File: src/rtl/pong_scoreboard.sv
// Ping-pong BCD scoreboard with winner detection and a 4-digit multiplexed seven-segment display.
// Optional build macro SCORE_BLANK_LZ_EN blanks a tens digit that is zero.
module pong_scoreboard #(
  parameter int unsigned WIN_SCORE = 11
) (
  input  logic       mclk,
  input  logic       rst,
  input  logic       scan_clk,
  input  logic       point_p1,
  input  logic       point_p2,
  input  logic       new_game,
  output logic [3:0] an,
  output logic [6:0] seg,
  output logic       dp,
  output logic       game_over,
  output logic       winner
);

  localparam int unsigned DIGIT_W = 4;
  localparam int unsigned SCORE_W = 2 * DIGIT_W;
  localparam int unsigned IDX_W   = 2;
  localparam int unsigned SEG_W   = 7;
  localparam logic [SCORE_W-1:0] WIN_BCD = {DIGIT_W'(WIN_SCORE / 10), DIGIT_W'(WIN_SCORE % 10)};

  typedef enum logic {PLAY = 1'b0, OVER = 1'b1} state_e;

  state_e               state_q, state_d;
  logic [SCORE_W-1:0]   p1_q, p1_d, p2_q, p2_d;
  logic [SCORE_W-1:0]   p1_inc, p2_inc;
  logic                 winner_q, winner_d;
  logic                 game_over_q, game_over_d;
  logic [IDX_W-1:0]     idx_q, idx_d;
  logic [3:0]           an_q, an_d;
  logic [SEG_W-1:0]     seg_q, seg_d;
  logic                 dp_q, dp_d;
  logic                 s1_q, s2_q, s3_q;
  logic                 scan_tick;
  logic [DIGIT_W-1:0]   digit;
  logic                 digit_is_tens;

  function automatic logic [SCORE_W-1:0] bcd_inc(input logic [SCORE_W-1:0] v);
    logic [DIGIT_W-1:0] tens, ones;
    tens = v[SCORE_W-1:DIGIT_W];
    ones = v[DIGIT_W-1:0];
    if (ones == DIGIT_W'(9)) begin
      ones = '0;
      tens = (tens == DIGIT_W'(9)) ? '0 : tens + DIGIT_W'(1);
    end else begin
      ones = ones + DIGIT_W'(1);
    end
    return {tens, ones};
  endfunction

  function automatic logic [SEG_W-1:0] seg_decode(input logic [DIGIT_W-1:0] d);
    case (d)
      4'd0:    return 7'b0000001;
      4'd1:    return 7'b1001111;
      4'd2:    return 7'b0010010;
      4'd3:    return 7'b0000110;
      4'd4:    return 7'b1001100;
      4'd5:    return 7'b0100100;
      4'd6:    return 7'b0100000;
      4'd7:    return 7'b0001111;
      4'd8:    return 7'b0000000;
      4'd9:    return 7'b0000100;
      default: return 7'b1111111;
    endcase
  endfunction

  // scan_clk is only a tick source: synchronise and detect its rising edge
  assign scan_tick = s2_q & ~s3_q;

  always_ff @(posedge mclk) begin
    if (rst) begin
      state_q     <= PLAY;
      p1_q        <= '0;
      p2_q        <= '0;
      winner_q    <= 1'b0;
      game_over_q <= 1'b0;
      idx_q       <= '0;
      an_q        <= 4'b1110;
      seg_q       <= 7'b0000001;
      dp_q        <= 1'b1;
      s1_q        <= 1'b0;
      s2_q        <= 1'b0;
      s3_q        <= 1'b0;
    end else begin
      state_q     <= state_d;
      p1_q        <= p1_d;
      p2_q        <= p2_d;
      winner_q    <= winner_d;
      game_over_q <= game_over_d;
      idx_q       <= idx_d;
      an_q        <= an_d;
      seg_q       <= seg_d;
      dp_q        <= dp_d;
      s1_q        <= scan_clk;
      s2_q        <= s1_q;
      s3_q        <= s2_q;
    end
  end

  always_comb begin
    state_d       = state_q;
    p1_d          = p1_q;
    p2_d          = p2_q;
    winner_d      = winner_q;
    game_over_d   = game_over_q;
    idx_d         = idx_q;
    p1_inc        = bcd_inc(p1_q);
    p2_inc        = bcd_inc(p2_q);
    digit         = '0;
    digit_is_tens = 1'b0;

    if (scan_tick) begin
      idx_d = idx_q + IDX_W'(1);
    end

    if (new_game) begin
      state_d     = PLAY;
      p1_d        = '0;
      p2_d        = '0;
      winner_d    = 1'b0;
      game_over_d = 1'b0;
    end else begin
      case (state_q)
        PLAY: begin
          // simultaneous points cancel out
          if (point_p1 && !point_p2) begin
            p1_d = p1_inc;
            if (p1_inc == WIN_BCD) begin
              state_d     = OVER;
              winner_d    = 1'b0;
              game_over_d = 1'b1;
            end
          end else if (point_p2 && !point_p1) begin
            p2_d = p2_inc;
            if (p2_inc == WIN_BCD) begin
              state_d     = OVER;
              winner_d    = 1'b1;
              game_over_d = 1'b1;
            end
          end
        end
        OVER: begin
        end
        default: state_d = PLAY;
      endcase
    end

    case (idx_q)
      2'd3:    begin digit = p1_q[SCORE_W-1:DIGIT_W]; digit_is_tens = 1'b1; end
      2'd2:    digit = p1_q[DIGIT_W-1:0];
      2'd1:    begin digit = p2_q[SCORE_W-1:DIGIT_W]; digit_is_tens = 1'b1; end
      default: digit = p2_q[DIGIT_W-1:0];
    endcase

    an_d  = ~(4'b0001 << idx_q);
    dp_d  = (idx_q != 2'd2);
    seg_d = seg_decode(digit);
`ifdef SCORE_BLANK_LZ_EN
    if (digit_is_tens && digit == '0) begin
      seg_d = 7'b1111111;
    end
`else
    if (digit_is_tens) begin
      seg_d = seg_decode(digit);
    end
`endif
  end

  assign an        = an_q;
  assign seg       = seg_q;
  assign dp        = dp_q;
  assign game_over = game_over_q;
  assign winner    = winner_q;

endmodule

File: config.mk
export PLATFORM = sky130hd
export DESIGN_NAME = pong_scoreboard
export DESIGN_NICKNAME = d
export VERILOG_FILES = /design/src/rtl/pong_scoreboard.sv
export SDC_FILE = /design/constraint.sdc
export NUM_CORES = 1
export LEC_CHECK = 0
export ABC_AREA = 1
export ABC_CLOCK_PERIOD_IN_PS = 2510
export CAP_MARGIN = 20
export CELL_PAD_IN_SITES_DETAIL_PLACEMENT = 1
export CELL_PAD_IN_SITES_GLOBAL_PLACEMENT = 2
export CORE_UTILIZATION = 31
export DETAILED_ROUTE_END_ITERATION = 8
export GPL_TIMING_DRIVEN = 0
export PLACE_DENSITY = 0.84
export SYNTH_ARGS = -nofsm -noshare
export SYNTH_HDL_FRONTEND = slang
export SYNTH_SLANG_ARGS = --single-unit
export TNS_END_PERCENT = 5
File: constraint.sdc
create_clock -name mclk -period 2.51 [get_ports mclk]
set_clock_uncertainty 0.05 [all_clocks]
set_input_delay 0.3765 -clock mclk [delete_from_list [all_inputs] [get_ports mclk]]
set_output_delay 0.3765 -clock mclk [all_outputs]
set_load 0.01 [all_outputs]
Word-level counts from Yosys, hierarchy flattened. Memories as Yosys holds them, arrays and structs flattened. Cells that the tools add are included.

ROM bits: 224. Logic and storage cells: 67. Memories: 2. Bits in registers: 36.

Shift-type cells: 1. Bitwise operators: 5. Equal/unequal tests: 11. Multiplexer cells: 20. Add/subtract/negate cells: 5. Reductions and logical operators: 11.

Memories: (name not given) (depth 16, width 7, read ports 1, clocked after memory_dff 0, write ports 0, RTL line 55) `case (d)`; (name not given) (depth 16, width 7, read ports 1, clocked after memory_dff 0, write ports 0, RTL line 55).

Operators with widths (number): 4-bit two-way mux (6); 4-bit by 1-bit adder with 4-bit output, second input constant (4); 4-bit equality test, second input constant (4); 8-bit by 5-bit equality test with 1-bit output, second input constant (2); 1-bit two-way mux (12); 4-bit case mux with 3 select lines (1); 7-bit two-way mux (1); 2-bit equality test, second input constant (2); 4-bit inverter (1); 4-bit AND reduction (1); 2-bit nonzero test (2); 2-bit OR reduction (2); 1-bit by 2-bit left shift with 4-bit output, first input constant (1); 1-bit inverter (3); 3-bit AND reduction (1); 2-bit by 1-bit adder with 2-bit output, second input constant (1); 2-bit by 1-bit equality test with 1-bit output, second input constant (1); 1-bit logical AND (2); 1-bit zero test (2); 2-bit by 1-bit inequality test with 1-bit output, second input constant (1); 2-bit inequality test, second input constant (1); 2-bit AND reduction (1); 1-bit bitwise AND (1).

Depth between registers and ports, before layout.
Word-level depth: 8. Depth in mapped cells: 12. Mapped depth without buffers: 12.

Least setup slack after synthesis. OpenSTA, ideal clock, no wires.

Path type: reg2reg. Start: register idx_q[0]. End: register seg_q[3], in the netlist seg[3]. Data arrival time: 1.877 ns. Stages on the path, launching flop included: 11. Data required time: 2.328 ns. Setup time: 0.132 ns. Path slack: 0.451 ns. Cells stage by stage: dfxtp_1 > inv_1 > ha_1 > inv_1 > nand2_1 > o22ai_1 > inv_1 > ha_1 > or2_1 > nand3_1 > a21oi_1.

Longest elaborated chain between the ends: 4. Elaborated cells between the ends (all ways): 9. Those cells by class: eq/ne: 3; mux: 3; reduce/logical: 1; memory: 2.

RTL lines: from (decl) (RTL line 32) `logic [IDX_W-1:0] idx_q, idx_d;`; from (signal assigned) (RTL line 93) `idx_q <= idx_d;`; 2-bit by 1-bit equality test with 1-bit output or 2-bit equality test (tied branches) (RTL line 151) `case (idx_q)`; 4-bit case mux with 3 select lines or 2-bit OR reduction (tied branches); memory 16 x 7 bit or 1-bit two-way mux (tied branches); 7-bit two-way mux (*) (RTL line 166) `if (digit_is_tens) begin`; to (signal assigned) (RTL line 95) `seg_q <= seg_d;`; to (decl) (RTL line 34) `logic [SEG_W-1:0] seg_q, seg_d;`.

Every way passes the cells marked *; elsewhere a longest branch is shown, timed or not. A chain may end at the register's enable or synchronous reset.

Worst setup path after layout. Same ends and word-level chain as after synthesis.

==> metrics.md <==
| Metric | Value |
|---|---|
| PwrDens | 576 nW/um2 |
| Largest net degree at the start of global routing | 13 |
| Fin cells | 368 |
| Storage cell area | 701 um2 |
| Wire per inst | 13.0 um |
| Core box area | 5680 um2 |
| Final Cell Area | 2280 um2 |
| Fin crit share | 88.8% |
| Hold Crit Start | s1_q$_SDFF_PP0_ |
| Crit path DAT | 2.35 ns |
| Post-synthesis compound-gate area fraction | 15.8% |
| Area of the multi-input gates | between 1000 and 1500 um2 |
| Initial core utilization | 33.0% |
| Ant diodes | 0 |
| Placed Cells | 360 |
| Layout area overhead | 21.5% |
| I/O Pins | 20 |
| Worst endpoint required time | 2.63 ns |
| Layout Nets | 313 |
| Global-route usage over all layers | between 10% and 20% |
| Post-synth cell types | 25 |
| TritonCTS Buffers | 5 |
| FF-to-FF setup slack | around 0.28 ns |
| Synth Cell Area | 1880 um2 |
| Post-CTS Setup Inserts | 0 |
| Peak supply drop | 0.000262 V |
| Placer congestion estimate | 0.754 |
| Static leakage | 0.970 nW |
| CP endpoint kind | register |
| Fin Hold WS | 0.368 ns |
| F_max | 449 MHz |
| DP Area | 2160 um2 |
| CP Cell Sequence | inv_1 > ha_1 > inv_1 > nand2_1 > o22ai_2 > inv_1 > ha_1 > or2_1 > nand3_1 > a21oi_1 |
| DR vias | 1,816 |
| FILL cells | between 700 and 800 |
| Status | finished clean |
| Max cap viols | 0 |
| Die W | 79.8 um |
| Max_slew headroom | 52.9% |
| Origin of the critical flop-to-flop path | idx_q[0]$_SDFFE_PP0P_ |
| Fraction of synthesized cell area in xor and xnor cells | 0% |
| Number of port buffers | 19 |
| TritonCTS clock tree | yes |
| Bufs on Longest Clock Path | 2 |
| Post-route ant nets | 0 |
| Global-route wire length before repair | 7980 um |
| Setup ws final | 0.281 ns |
| Via density | 4.93 |
| Pre-CTS setup slack | 0.123 ns |
| Yosys reg bits | 35 |
| Final wirelength | 4790 um |
| Drc violations | 0 |
| Total grt overflow | 0 |
| Hold Vio Cnt, Final | 0 |
| Vias in the first global route | 1,767 |
| Synth Area per Inst | 6.97 um2 |
| Initial drt markers | 41 |
| Post-cts hold buffer count | 0 |
| Antenna violations before repair | 0 |
| Synth top area cells | dfxtp_1 37%, nand2_1 10%, ha_1 8.0% |
| Clk root buf | clkbuf_8 |
| Ys Warns | 0 |
| H-Tree Depth | 2 |
| Simple-gate area share of the yosys netlist | slightly below 30% |
| # setup viols final | 0 |
| RSZ-0062 raised after global routing | false |
| Net Count, Synth | 287 |
| Clock sinks | 35 |
| Tmin final | 2.23 ns |
| Detail Placement HPWL | between 3000 and 4000 um |
| Mux cell area share after synthesis | 0% |
| CP peak stage delay | between 0.3 and 0.4 ns |
| Layout cells sized above 1 | 9.80% |
| Worst Hold Class | reg2reg |
| Die Y | 79.8 um |
| Slew Viols, Final | 0 |
| Post-synth top area share | 37.4% |
| Delay-heaviest family, CP | adder cells |
| Actual slew at the worst max-slew pin | 0.704 ns |
| DRT Pass-1 Iters | 4 |
| Startpoint Class | register |
| Die area | 6360 um2 |
| Crit Path Class | reg2reg |
| Clock Latency Late Sink | about 0.3 ns |
| Sum Neg Setup Slack | 0 ns |
| Clock Pin Slew Worst Setup and Hold Paths | 0.08 ns |
| Sequential share of the synthesized area | 37.4% |
| Cell accounting for the most synthesized area | dfxtp_1 |
| Mapped Cells | 269 |
| Cell mode on critical path | inv_1 |
| Rows | 27 |
| CP max-delay cell | dfxtp_1 |
| Max FO, Critical Path | 5 |
| CP Buf/Inv Count | 3 |
| Adder-cell share of the synthesized area | 8.01% |
| Worst setup path startpoint | idx_q[0]$_SDFFE_PP0P_ |
| Largest family of logic cells by synthesized area | simple AND/OR/NAND/NOR gates |
## per-layer routing
layer	up-vias	part of all wire [%]	track usage (%)
met2	18	47	27.7
li1	926	-	-
met1	866	49	20.1
met3	6	2.1	3.43
met5	-	0	0
met4	0	1.7	6.96
## layout make-up
class                   instances  area share, %
multi-input cells             187           44.0
flip-flops and latches         35           30.8
repair buffers                 19           8.35
clock buffers                   5           3.02
plain buffers                   4          0.879
well taps                      72           3.95
inverters                      43           7.08
clock inverters                 3           1.92
## registers in the layout (all words and copies together) (netlist names), 2 cells and up
name,count
p2_q,8
an,4
p1_q,8
idx_q,2
seg,7
## synth_stat cells
| master | count |
|---|---|
| a31oi_1 | 1 |
| nor3_1 | 2 |
| nand4_1 | 4 |
| inv_2 | 6 |
| buf_2 | 1 |
| nor2_1 | 30 |
| nand2_2 | 3 |
| nor2_4 | 3 |
| nor2_2 | 4 |
| o21ai_2 | 1 |
| or2_1 | 2 |
| a211oi_1 | 5 |
| nand3b_1 | 1 |
| nand3_1 | 22 |
| o221ai_1 | 1 |
| o21ai_0 | 15 |
| nand2_1 | 51 |
| o211ai_1 | 2 |
| a21oi_1 | 24 |
| ha_1 | 12 |
| inv_1 | 37 |
| dfxtp_1 | 35 |
| buf_4 | 1 |
| o22ai_1 | 4 |
| clkbuf_1 | 2 |
## logic make-up (layout without fill, tap and decap cells)
group                      Yosys count  count (layout)
DFF                                 35              35
adders and majority gates           12              12
buffers and inverters               47              74
AOI/OAI and AO/OA                   53              53
and+or+nand+nor                    122             122
## power breakdown
part	switching [mW]	total, mW	internal (mW)
registers	0.0137	0.594	0.581
logic	0.113	0.194	0.0817
clock network	0.228	0.524	0.296
## worst min-delay path: cells and delay by family (launching register included)
family | cells | cell delay [ns]
DFF | 1 | 0.31
buffers and inverters | 1 | 0.05
and+or+nand+nor | 1 | 0.03
## final timing paths
kind	cells after the start	to
worst min-delay path	2	s2_q$_SDFF_PP0_
worst max-delay path	10	seg[3]$_SDFF_PP0_
worst min register to register	2	s2_q$_SDFF_PP0_
worst max register to register	10	seg[3]$_SDFF_PP0_
## stage by stage
| stage | utilization (%) | power [mW] |
|---|---|---|
| 3_5_place_dp | 38.0 | 0.802 |
| 4_1_cts | 40.0 | 1.33 |
| 2_1_floorplan | - | 0.725 |
| 5_1_grt | 40.1 | 1.38 |
| 3_3_place_gp | 38.0 | 0.797 |
| 6_report | 40.1 | 1.31 |
## cells in the final DEF, fill, tap and decap left out, drive strengths merged
master         instances
a211oi                 5
a21oi                 24
a31oi                  1
buf                    2
bufinv                 1
clkbuf                 7
clkdlybuf4s50         19
clkinv                 2
dfxtp                 35
ha                    12
inv                   43
nand2                 54
nand3                 22
nand3b                 1
nand4                  4
nor2                  37
nor3                   2
o211ai                 2
o21ai                 16
o221ai                 1
o22ai                  4
or2                    2
## timing repair
action,CTS,global route
hold endpoints to repair,0,0
gates resized for setup,0,2
setup endpoints to repair,0,2
Power figures use the tool's default switching activity.
==> RTL edit: new RTL, config.mk and constraints unchanged <==
Make the reset (`rst`) asynchronous in one clocked block.
--- a/src/rtl/pong_scoreboard.sv
+++ b/src/rtl/pong_scoreboard.sv
@@ -72,3 +72,3 @@
 
-  always_ff @(posedge mclk) begin
+  always_ff @(posedge mclk or posedge rst) begin
     if (rst) begin
Formal check against the unedited RTL: differs if rst is asserted again (counterexample within 4 cycles, from zero or initial values and one cycle with rst high); with rst held inactive, the same outputs for 10 cycles.
==> RTL edit against the unedited design <==
First-iteration DRC count grew 39%. Worst setup slack improved by 0.032 ns. Synthesized area rose by 3.6%. Design area is 2.1% higher. Utilization shrank 1.3 points. Sequential cell count unchanged. Maximum frequency grew 1.4%. Routed wire length increased by 0.98%.
Power is not compared: it rests on default switching activity, and its combinational part moved more than twofold at a synthesized area within 25%.
==> RTL edit: results (changes against the unedited design) <==
synth.area.top_cells: "dfrtp_1 40%, nand2_1 10%, inv_1 7.5%"
min_from: "s1_q$_DFF_PP0_"
ys.flop_type: "dfrtp_1"
crit_arrival_ns: 2.32  # -0.03 ns
nFillCells: 729  # +0.55%
status: "finished, final reports clean"
holdWs_ns: 0.3085  # -0.05923 ns
wl_per_cell_um: 14.05  # +8.0%
seq_area_frac_synth_pct: 45.33  # +8.0 points
hpwl_um: 3634  # +0.23%
grt_pass1_wl_um: 8252  # +3.5%
synthArstFlopShare_pct: 100.0  # +100 points
track_usage_pct: 16.60  # +0.17 points
via_count: 1653  # -9.0%
min_to: "s2_q$_DFF_PP0_"
synth_common_cells: "53 x nand2_1, 39 x inv_1, 31 x dfrtp_1, 20 x nand3_1, 19 x nor2_1"
cp_max_fo: 8  # +3
drive_gt1_share_pct: 11.15  # +1.4 points
gp_congestion: 0.7711  # +2.3%
final_nets: 286  # -8.6%
synth.distinct_cells: 29  # +16%
synth_fa_ha_area_share_pct: 7.083  # -0.92 points
timing.rr.start: "idx_q[0]$_DFFE_PP0P_"
synth_xor_area_share_pct: 0.4507  # +0.45 points
dp_cells: 337  # -6.4%
drt_iter0_drc: 57  # +39%
reg2reg_to: "seg[3]$_DFF_PP0_"
grt_max_degree: 36  # +23
synth_fp_nets: 260  # -9.4%
grt_pass1_vias: 1754  # -0.74%
## RTL edit: cell type report
class,count,share of cell area [%]
plain buffers,1,0.3226
well taps,75,4.032
flip-flops and latches,35,37.85
inverters,42,6.828
clock inverters,1,0.2151
repair buffers,19,8.172
multi-input cells,165,39.03
clock buffers,6,3.548
## RTL edit: logic make-up (layout without fill, tap and decap cells)
group | after synthesis | in the layout
and+or+nand+nor | 113 | 113
DFF | 35 | 35
AOI/OAI and AO/OA | 40 | 40
adders and majority gates | 11 | 11
buffers and inverters | 43 | 69
xor gates and xnor gates | 1 | 1
## RTL edit: through the flow
step                      cell area, um^2  power (mW)  utilization [%]  worst slack, ns
after floorplan                      1943       1.344                -           0.4835
after global placement               2227       1.667            37.18           0.2020
after detailed placement             2227       1.686            37.18           0.1490
after CTS                            2315       2.135            38.64           0.1366
after global routing                 2327       2.300            38.85          0.07405
final                                2327       2.107            38.85           0.3124
## RTL edit: per-layer routing
layer	global-route usage, %	up-vias	share of wire [%]
li1	-	837	-
met1	21.02	788	50
met2	28.32	21	46
met3	3.034	7	2.4
met4	5.357	0	1.3
met5	0	-	0
## RTL edit: worst max-delay path, cell delays in order (launching register included)
cell and delay, ns:
dfrtp_1 0.37, inv_1 0.11, ha_1 0.21, inv_1 0.20, nand2_1 0.10, o22ai_2 0.24
inv_1 0.15, ha_1 0.29, or2_1 0.24, nand3_1 0.07, nand2_1 0.05
## RTL edit: power groups by stage
stage	logic [mW]	registers [mW]	clock network [mW]
floorplan	0.497	0.847	0
global placement	0.836	0.831	0
detailed placement	0.854	0.832	0
CTS	0.866	0.824	0.445
global route	1.00	0.840	0.457
finish	0.861	0.824	0.421
